<file path="src/rtl/player_motion_controller_if.sv">
// Frame-sync, key and collision inputs plus scroll/animation outputs of the motion controller.
// master drives the inputs, slave is the controller side.
interface player_motion_controller_if;
  logic        VS;
  logic [7:0]  keycode;
  logic        Blocked;
  logic        Character_Moving;
  logic [1:0]  Direction;
  logic [10:0] topleftX;
  logic [10:0] topleftY;
  logic        Step_Done;

  modport master (
    output VS, keycode, Blocked,
    input  Character_Moving, Direction, topleftX, topleftY, Step_Done
  );

  modport slave (
    input  VS, keycode, Blocked,
    output Character_Moving, Direction, topleftX, topleftY, Step_Done
  );
endinterface

</file>
<file path="src/rtl/player_motion_controller.sv">
// Tile-stepped map scrolling: turn in place or walk one tile per key, advancing only on VS frame ticks.
// Outputs are registered; state moves one tick after the VS rising edge is seen.
module player_motion_controller #(
  parameter int STEP_PIX       = 16,
  parameter int FRAMES_PER_PIX = 2,
  parameter int TURN_FRAMES    = 4,
  parameter int MAX_X          = 384,
  parameter int MAX_Y          = 544,
  parameter int START_X        = 300,
  parameter int START_Y        = 300
) (
  input logic                        Clk,
  input logic                        Reset,
  player_motion_controller_if.slave  bus
);

  localparam int PIX_W  = $clog2(STEP_PIX + 1);
  localparam int SUB_W  = $clog2(FRAMES_PER_PIX + 1);
  localparam int TURN_W = $clog2(TURN_FRAMES + 1);

  localparam logic [PIX_W-1:0]  L_PIX_LAST  = PIX_W'(STEP_PIX - 1);
  localparam logic [SUB_W-1:0]  L_SUB_LAST  = SUB_W'(FRAMES_PER_PIX - 1);
  localparam logic [TURN_W-1:0] L_TURN_LAST = TURN_W'(TURN_FRAMES - 1);
  localparam logic [10:0]       L_MAX_X     = 11'(MAX_X);
  localparam logic [10:0]       L_MAX_Y     = 11'(MAX_Y);
  localparam logic [10:0]       L_START_X   = 11'(START_X);
  localparam logic [10:0]       L_START_Y   = 11'(START_Y);

  typedef enum logic [1:0] {IDLE, TURN, WALK} state_t;

  state_t            r_state;
  logic              r_vs_q;
  logic [1:0]        r_dir;
  logic              r_moving;
  logic              r_done;
  logic [10:0]       r_x;
  logic [10:0]       r_y;
  logic [TURN_W-1:0] r_turn_cnt;
  logic [SUB_W-1:0]  r_sub_cnt;
  logic [PIX_W-1:0]  r_pix_cnt;
  logic              r_blocked;

  logic              w_tick;
  logic              w_key_vld;
  logic [1:0]        w_key_dir;
  logic              w_pix_edge;
  logic              w_step_end;
  logic              w_move;
  logic [10:0]       w_x_nxt;
  logic [10:0]       w_y_nxt;
  logic              w_blk_nxt;

  // True when the view already touches the map border in direction d.
  function automatic logic at_edge(input logic [1:0] d, input logic [10:0] x, input logic [10:0] y);
    case (d)
      2'd0:    at_edge = (y == 11'd0);
      2'd1:    at_edge = (x == L_MAX_X);
      2'd2:    at_edge = (y == L_MAX_Y);
      default: at_edge = (x == 11'd0);
    endcase
  endfunction

  assign w_tick = bus.VS & ~r_vs_q;

  always_comb begin
    w_key_vld = 1'b1;
    w_key_dir = 2'd0;
    case (bus.keycode)
      8'h1A:   w_key_dir = 2'd0;
      8'h07:   w_key_dir = 2'd1;
      8'h16:   w_key_dir = 2'd2;
      8'h04:   w_key_dir = 2'd3;
      default: w_key_vld = 1'b0;
    endcase
  end

  assign w_pix_edge = (r_sub_cnt == L_SUB_LAST);
  assign w_step_end = w_pix_edge && (r_pix_cnt == L_PIX_LAST);
  // Per-pixel border test keeps a partial final step from overshooting the map.
  assign w_move     = (r_state == WALK) && w_tick && w_pix_edge && !r_blocked && !at_edge(r_dir, r_x, r_y);

  always_comb begin
    w_x_nxt = r_x;
    w_y_nxt = r_y;
    if (w_move) begin
      case (r_dir)
        2'd0:    w_y_nxt = r_y - 11'd1;
        2'd1:    w_x_nxt = r_x + 11'd1;
        2'd2:    w_y_nxt = r_y + 11'd1;
        default: w_x_nxt = r_x - 11'd1;
      endcase
    end
  end

  // Re-latch on a chained step must see the position after this tick's final pixel.
  assign w_blk_nxt = bus.Blocked | at_edge(r_dir, w_x_nxt, w_y_nxt);

  always_ff @(posedge Clk or posedge Reset) begin
    if (Reset) begin
      r_state    <= IDLE;
      r_vs_q     <= 1'b0;
      r_dir      <= 2'd0;
      r_moving   <= 1'b0;
      r_done     <= 1'b0;
      r_x        <= L_START_X;
      r_y        <= L_START_Y;
      r_turn_cnt <= '0;
      r_sub_cnt  <= '0;
      r_pix_cnt  <= '0;
      r_blocked  <= 1'b0;
    end else begin
      r_vs_q <= bus.VS;
      r_done <= 1'b0;
      r_x    <= w_x_nxt;
      r_y    <= w_y_nxt;
      if (w_tick) begin
        case (r_state)
          IDLE: begin
            if (!w_key_vld) begin
              r_moving <= 1'b0;
            end else if (w_key_dir != r_dir) begin
              r_dir      <= w_key_dir;
              r_turn_cnt <= '0;
              r_state    <= TURN;
            end else begin
              r_state   <= WALK;
              r_moving  <= 1'b1;
              r_pix_cnt <= '0;
              r_sub_cnt <= '0;
              r_blocked <= w_blk_nxt;
            end
          end
          TURN: begin
            if (r_turn_cnt == L_TURN_LAST) begin
              r_turn_cnt <= '0;
              r_state    <= IDLE;
            end else begin
              r_turn_cnt <= r_turn_cnt + 1'b1;
            end
          end
          WALK: begin
            if (w_pix_edge) begin
              r_sub_cnt <= '0;
              if (w_step_end) begin
                r_done    <= 1'b1;
                r_pix_cnt <= '0;
                if (w_key_vld && (w_key_dir == r_dir)) begin
                  r_blocked <= w_blk_nxt;
                end else begin
                  r_state  <= IDLE;
                  r_moving <= 1'b0;
                end
              end else begin
                r_pix_cnt <= r_pix_cnt + 1'b1;
              end
            end else begin
              r_sub_cnt <= r_sub_cnt + 1'b1;
            end
          end
          default: r_state <= IDLE;
        endcase
      end
    end
  end

  assign bus.Character_Moving = r_moving;
  assign bus.Direction        = r_dir;
  assign bus.topleftX         = r_x;
  assign bus.topleftY         = r_y;
  assign bus.Step_Done        = r_done;

endmodule

</file>
<file path="src/flat_wrapper.sv">
// flat-port wrapper written by rule: the top's interface ports become plain ports
module player_motion_controller_flat 
#(
  parameter int STEP_PIX       = 16,
  parameter int FRAMES_PER_PIX = 2,
  parameter int TURN_FRAMES    = 4,
  parameter int MAX_X          = 384,
  parameter int MAX_Y          = 544,
  parameter int START_X        = 300,
  parameter int START_Y        = 300
)
  (Clk, Reset, bus_VS, bus_keycode, bus_Blocked, bus_Character_Moving, bus_Direction, bus_topleftX, bus_topleftY, bus_Step_Done);
  player_motion_controller_if bus_i ();
  input logic Clk;
  input logic Reset;
  input wire logic [$bits(bus_i.VS)-1:0] bus_VS;
  input wire logic [$bits(bus_i.keycode)-1:0] bus_keycode;
  input wire logic [$bits(bus_i.Blocked)-1:0] bus_Blocked;
  output wire logic [$bits(bus_i.Character_Moving)-1:0] bus_Character_Moving;
  output wire logic [$bits(bus_i.Direction)-1:0] bus_Direction;
  output wire logic [$bits(bus_i.topleftX)-1:0] bus_topleftX;
  output wire logic [$bits(bus_i.topleftY)-1:0] bus_topleftY;
  output wire logic [$bits(bus_i.Step_Done)-1:0] bus_Step_Done;
  assign bus_i.VS = bus_VS;
  assign bus_i.keycode = bus_keycode;
  assign bus_i.Blocked = bus_Blocked;
  assign bus_Character_Moving = bus_i.Character_Moving;
  assign bus_Direction = bus_i.Direction;
  assign bus_topleftX = bus_i.topleftX;
  assign bus_topleftY = bus_i.topleftY;
  assign bus_Step_Done = bus_i.Step_Done;
  player_motion_controller #(.STEP_PIX(STEP_PIX), .FRAMES_PER_PIX(FRAMES_PER_PIX), .TURN_FRAMES(TURN_FRAMES), .MAX_X(MAX_X), .MAX_Y(MAX_Y), .START_X(START_X), .START_Y(START_Y)) u_core (.Clk(Clk), .Reset(Reset), .bus(bus_i));
endmodule
</file>
<file path="config.mk">
export PLATFORM = sky130hd
export DESIGN_NAME = player_motion_controller_flat
export DESIGN_NICKNAME = d
export VERILOG_FILES = /design/src/rtl/player_motion_controller_if.sv /design/src/rtl/player_motion_controller.sv /design/src/flat_wrapper.sv
export SDC_FILE = /design/constraint.sdc
export NUM_CORES = 1
export LEC_CHECK = 0
export CORE_UTILIZATION = 55
export DETAILED_ROUTE_END_ITERATION = 8
export PLACE_DENSITY = 0.85
export SYNTH_ARGS = -nofsm -noshare
export SYNTH_HDL_FRONTEND = slang
export SYNTH_SLANG_ARGS = --single-unit
</file>
<file path="constraint.sdc">
create_clock -name Clk -period 3.9 [get_ports Clk]
set_input_delay 0.78 -clock Clk [delete_from_list [all_inputs] [get_ports Clk]]
set_output_delay 0.78 -clock Clk [all_outputs]
set_load 0.05 [all_outputs]
</file>
; ---- Word-level counts from Yosys, hierarchy flattened
; Index checks and enable logic that the tools add are counted.
[word_totals]
register_bits = 40
in_bits = 12
out_inout_bits = 26
wordCells = 116
[classes]
addsub = 7
n_eq_ne = 26
muxes = 44
bitwise_logic = 3
n_reduce_logical = 25
[ops]
columns = cell, count
row1 = 11-bit zero test, 4
row2 = 11-bit one-hot mux with 2 select lines, 2
row3 = "11-bit by 1-bit adder with 11-bit output, second input constant", 2
row4 = "11-bit by 10-bit == test with 1-bit output, second input constant", 2
row5 = "11-bit by 9-bit == test with 1-bit output, second input constant", 2
row6 = 11-bit two-way mux, 2
row7 = "11-bit by 1-bit subtractor with 11-bit output, second input constant", 2
row8 = 5-bit two-way mux, 4
row9 = 2-bit two-way mux, 9
row10 = "8-bit by 3-bit == test with 1-bit output, second input constant", 2
row11 = "8-bit by 5-bit == test with 1-bit output, second input constant", 2
row12 = 1-bit two-way mux, 15
row13 = 2-bit one-hot mux with 3 select lines, 2
row14 = 4-bit AND reduction, 3
row15 = 6-bit AND reduction, 2
row16 = "2-bit by 1-bit inequality test with 1-bit output, second input constant", 5
row17 = 5-bit one-hot mux with 2 select lines, 1
row18 = 3-bit two-way mux, 3
row19 = 7-bit AND reduction, 1
row20 = "2-bit by 1-bit == test with 1-bit output, second input constant", 3
row21 = 1-bit logical AND, 6
row22 = "2-bit inequality test, second input constant", 3
row23 = 1-bit one-hot mux with 3 select lines, 2
row24 = 3-bit one-hot mux with 2 select lines, 1
row25 = other kinds (20), 25

; ---- Depth between registers and ports, before layout
; Gate-level depths: netlist of run 1.
[depth]
depth_word = 14
mapped_depth = 12
depth_no_buf = 10

; ---- Least setup slack after synthesis of run 1
; Ideal clock, no wire load.
[synth_timing]
path_type = register to register
startpoint = register u_core.r_dir[0] (netlist: u_core.bus.Direction[0])
endpoint = register u_core.r_blocked
arrival_time_ns = 3.644
t_required_ns = 3.820
path_slack_ns = 0.175
stages_incl_launch_ff = 12
path_buffers = 1
period_less_slack_ns = 3.725
cell_sequence = dfrtp_1 -> clkbuf_1 -> nand2b_1 -> ha_1 -> a211oi_1 -> o211ai_1 -> a41oi_1 -> xnor2_1 -> mux2_2 -> or3b_2 -> a2111o_1 -> o211ai_2
[synth_via]
elab_chain_cells = 12
elab_cells_between_ends = 29
cone_classes = eq/ne (8) / mux (12) / bitwise (1) / reduce/logical (8)
[synth_rtl]
columns = element, line_no
row1 = "start, declared", player_motion_controller.sv:33  ; logic [1:0] r_dir;
row2 = "start signal, assigned", player_motion_controller.sv:122  ; r_dir <= w_key_dir;
row3 = "2-bit == test, or another cell as far along", "player_motion_controller.sv:55, player_motion_controller.sv:86"
row4 = 1-bit one-hot mux with 3 select lines, player_motion_controller.sv:55  ; case (d)
row5 = 1-bit zero test, player_motion_controller.sv:80  ; assign w_move = (r_state == WALK) && w_tick && w_pix_edge && !r_blocked && !at_edge(r_dir, r_x, r_y);
row6 = 1-bit logical AND, player_motion_controller.sv:80
row7 = 11-bit two-way mux *, player_motion_controller.sv:85  ; if (w_move) begin
row8 = via u_core.w_y_nxt[9], player_motion_controller.sv:50  ; logic [10:0] w_y_nxt;
row9 = 11-bit by 10-bit == test with 1-bit output / 11-bit zero test (equally long branches), "player_motion_controller.sv:58, player_motion_controller.sv:56"
row10 = 1-bit one-hot mux with 3 select lines *, player_motion_controller.sv:55
row11 = 1-bit bitwise OR *, player_motion_controller.sv:96  ; assign w_blk_nxt = bus.Blocked | at_edge(r_dir, w_x_nxt, w_y_nxt);
row12 = 1-bit two-way mux, player_motion_controller.sv:147  ; if (w_key_vld && (w_key_dir == r_dir)) begin
row13 = 1-bit two-way mux, player_motion_controller.sv:144  ; if (w_step_end) begin
row14 = 1-bit two-way mux, player_motion_controller.sv:142  ; if (w_pix_edge) begin
row15 = 1-bit one-hot mux with 2 select lines *, player_motion_controller.sv:117  ; case (r_state)
row16 = "end signal, assigned", player_motion_controller.sv:130  ; r_blocked <= w_blk_nxt;
row17 = "end signal, assigned", player_motion_controller.sv:148  ; r_blocked <= w_blk_nxt;
row18 = "end, declared", player_motion_controller.sv:41  ; logic r_blocked;
; Mark *: on every way through the listed nets, which the timed path passes. The rest lies on a longest branch. The select of a mux whose other input is x is not followed.
; A chain may end at the register's enable or synchronous reset.

; ---- Worst setup path after layout of run 1
[layout_timing]
startpoint = register u_core.r_dir[0] (netlist: u_core.bus.Direction[0])
endpoint = register u_core.r_blocked
[layout_via]
elab_chain_cells = 12
elab_cells_between_ends = 29
cone_classes = eq/ne (8) / mux (12) / bitwise (1) / reduce/logical (8)
[layout_rtl]
columns = element, line_no
row1 = "2-bit == test, or another cell as far along", "player_motion_controller.sv:55, player_motion_controller.sv:86"
row2 = 1-bit one-hot mux with 3 select lines, player_motion_controller.sv:55
row3 = 1-bit zero test, player_motion_controller.sv:80
row4 = 1-bit logical AND, player_motion_controller.sv:80
row5 = 11-bit two-way mux, player_motion_controller.sv:85
row6 = "11-bit by 10-bit == test with 1-bit output, or another cell as far along", player_motion_controller.sv:58  ; 2'd2: at_edge = (y == L_MAX_Y);
row7 = 1-bit one-hot mux with 3 select lines, player_motion_controller.sv:55
row8 = 1-bit bitwise OR, player_motion_controller.sv:96
row9 = 1-bit two-way mux, player_motion_controller.sv:147
row10 = 1-bit two-way mux, player_motion_controller.sv:144
row11 = 1-bit two-way mux, player_motion_controller.sv:142
row12 = 1-bit one-hot mux with 2 select lines, player_motion_controller.sv:117
; Parallel ways exist; a longest one is shown, timed or not. The select of a mux whose other input is x is not followed.

==> out/qor.yml, run 1 <==
status: "completed"
fin_crit_ps: 3390
root_buffer: "clkbuf_8"
place_congestion: 0.825
final_area_um2: 3570
fin_setup_tns_ps: 0
syn_to_final_growth_pct: 18.6
grt_pass1_wl_mm: 11.2
pre_cts_slack_ps: 218
grt_use_total_pct: 23.7
io_buffers: 37
min_path_type: "flop to flop"
clock-sinks: 40
hold_viol_final: 0
hold_buffers: 0
crit_fanout: 13
cp.arrival_ps: 3620
yosysUniqueCellTypes: 66
clock_latency_ps: 300
num-nets-final: 407
end_kind: "flop"
drtIter0Drc: 187
critPathKind: "flop to flop"
drt-pass1-iter-count: 4
htree_levels: 2
max_freq_ghz: 0.295
slew_viol_final: 0
utilization_pct: 69.0
dieWidth_um: 75.9
postSynthNetCount: 365
fp.coreArea_um2: 5170
crit_start: "u_core.bus.Direction[0]$_DFFE_PP0P_"
power.leakage_uw: 0.00151
post_drt_wl_per_cell_um: 14.9
pin_count: 38
route.detailed.drc: 0
worst_pin_slew_ps: 571
post_cts_buffers: 0
cts_buffers: 5
nFillCells: 383
synth_area_per_cell_um2: 9.14
dr_total_vias: 2632
power_density_nw_per_um2: 245
most-common-layout-cells: "41 x nand2_1, 37 x clkdlybuf4s50_1, 32 x dfrtp_1, 22 x ha_1, 20 x o21ai_0"
min_period_over_period_pct: 87.0
worst_ep_required_time_ps: 4130
dpl_cell_area_um2: 3480
yosys_warnings: 0
antenna_found_initial: 0
ctsResizeCount: 0
seq_area_um2: 1010
synthFlopType: "dfrtp_1"
async_flop_share_pct: 100
ant_nets: 0
clockBufferDepth: 2
multiInputGateArea_um2: 1910
die_h_um: 75.9
synth-edff-count: 0
hpwlAfterDp_mm: 5.05
fin_ws_ps: 507
vias_per_cell: 5.95
layout_commonest_cell: "nand2_1"
start_kind: "flop"
grt_max_degree: 41
hp-start: "u_core.r_sub_cnt[1]$_DFFE_PP0P_"
skew_ps: 15.5
row_count: 26
cts_tree: "done"
drive_gt1_share_pct: 11.8
synth_area_um2: 3010
grt_overflow: 0
reg2reg_from: "u_core.bus.Direction[0]$_DFFE_PP0P_"
synthCells: 329
ys_seq_elements: 40
n_antenna_cell: 0
grt_pass1_vias: 2502
start_util_pct: 58.1
dieArea_um2: 5770
ys_seq_area_share_pct: 33.6
irDropWorstVdd_mv: 0.214
grt_setup_unrepaired: "no"
clk_pin_slew_ps: 90
relSlewSlack_pct: 61.9
maxCapViolations: 0
setup_viol: 0
wirelength_mm: 6.59
[cells by family (layout without fill, tap and decap cells)]
family / after synthesis / in the layout / share of synthesized area (%)
flip-flops: 40 / 40 / 33.6
XOR/XNOR: 28 / 28 / 8.16
buffers and inverters: 21 / 64 / 3.00
adder cells (fa/ha/maj): 24 / 24 / 10.5
AND/OR/NAND/NOR: 122 / 122 / 21.9
multiplexers: 9 / 9 / 3.33
AO/OA/AOI/OAI: 85 / 85 / 19.5
[power by group]
group / leakage (uW) / internal, uW / switching [uW]
Sequential: 0.000508 / 433 / 20.1
Clock: 0.0000479 / 125 / 151
Combinational: 0.000958 / 65.3 / 80.4
Total: 0.00151 / 623 / 252
[per-layer routing]
layer,GRT usage (%),vias up,share of wire [%]
li1,-,1301,-
met3,3.13,8,4.2
met5,0,-,0
met4,7.88,0,1.2
met1,32.2,1256,47
met2,39.2,67,48
[worst paths after layout]
check,end,slack (ps),cells past startpoint
hold / removal,u_core.r_sub_cnt[1]$_DFFE_PP0P_,480,1
setup reg to reg,u_core.r_blocked$_DFFE_PP0P_,510,10
max in group asynchronous,u_core.bus.topleftY[2]$_DFF_PP1_,2620,3
min in group asynchronous,u_core.r_pix_cnt[3]$_DFFE_PP0P_,910,3
hold reg to reg,u_core.r_sub_cnt[1]$_DFFE_PP0P_,480,1
setup / recovery,u_core.r_blocked$_DFFE_PP0P_,510,10
[worst max-delay path: stages (launching register included)]
cell and delay (ps):
dfrtp_1 380, nand2b_1 410, fa_1 550, a21oi_1 280
o2111ai_1 220, xnor2_1 260, and4_1 220, a21oi_1 50
or4_1 520, a2111o_1 370, o211ai_2 70
[cell usage after synthesis, types with 5 or more instances]
cell,n,area share [%]
nand2_1,41,5.1
dfrtp_1,32,27
ha_1,22,9.2
o21ai_0,20,3.3
a21oi_1,19,3.2
xnor2_1,15,4.4
nor2_1,14,1.7
xor2_1,13,3.8
inv_1,10,1.2
nor3_1,10,1.7
nand3_1,9,1.5
dfstp_2,8,7.0
nand2b_1,8,1.7
clkbuf_1,7,0.87
o211ai_1,6,1.5
or3_1,5,1.0
[flip-flops by register name (all words and copies together) (netlist names)]
| register | count |
|---|---|
| u_core.bus.Character_Moving | 1 |
| u_core.bus.Direction | 2 |
| u_core.bus.Step_Done | 1 |
| u_core.bus.topleftX | 11 |
| u_core.bus.topleftY | 11 |
| u_core.r_blocked | 1 |
| u_core.r_pix_cnt | 5 |
| u_core.r_state | 2 |
| u_core.r_sub_cnt | 2 |
| u_core.r_turn_cnt | 3 |
| u_core.r_vs_q | 1 |
[layout make-up]
| cell class | instances | share of cell area [%] |
|---|---|---|
| clock buffer | 5 | 1.93 |
| clock inverter | 3 | 0.526 |
| inverter | 10 | 1.05 |
| multi-input combinational | 268 | 53.4 |
| sequential | 40 | 28.3 |
| tap | 70 | 2.46 |
| timing repair buffer | 46 | 12.3 |
[stage by stage]
step / total power, uW / instances / hold slack [ps]
2_1_floorplan: 560 / 329 / 444
3_3_place_gp: 601 / 434 / 466
3_5_place_dp: 607 / 434 / 466
4_1_cts: 882 / 442 / 487
5_1_grt: 915 / 442 / 512
6_report: 875 / 442 / 479
Power figures use the tool's default switching activity.
==> run 2, diff against run 1 <==
--- a/config.mk
+++ b/config.mk
@@ -5,6 +5,7 @@
 export SDC_FILE = /design/constraint.sdc
 export NUM_CORES = 1
 export LEC_CHECK = 0
+export CAP_MARGIN = 20
 export CORE_UTILIZATION = 55
 export DETAILED_ROUTE_END_ITERATION = 8
 export PLACE_DENSITY = 0.85
==> results of run 2 <==
Same layout as run 1: the final DEF is identical, and so are final timing and power.
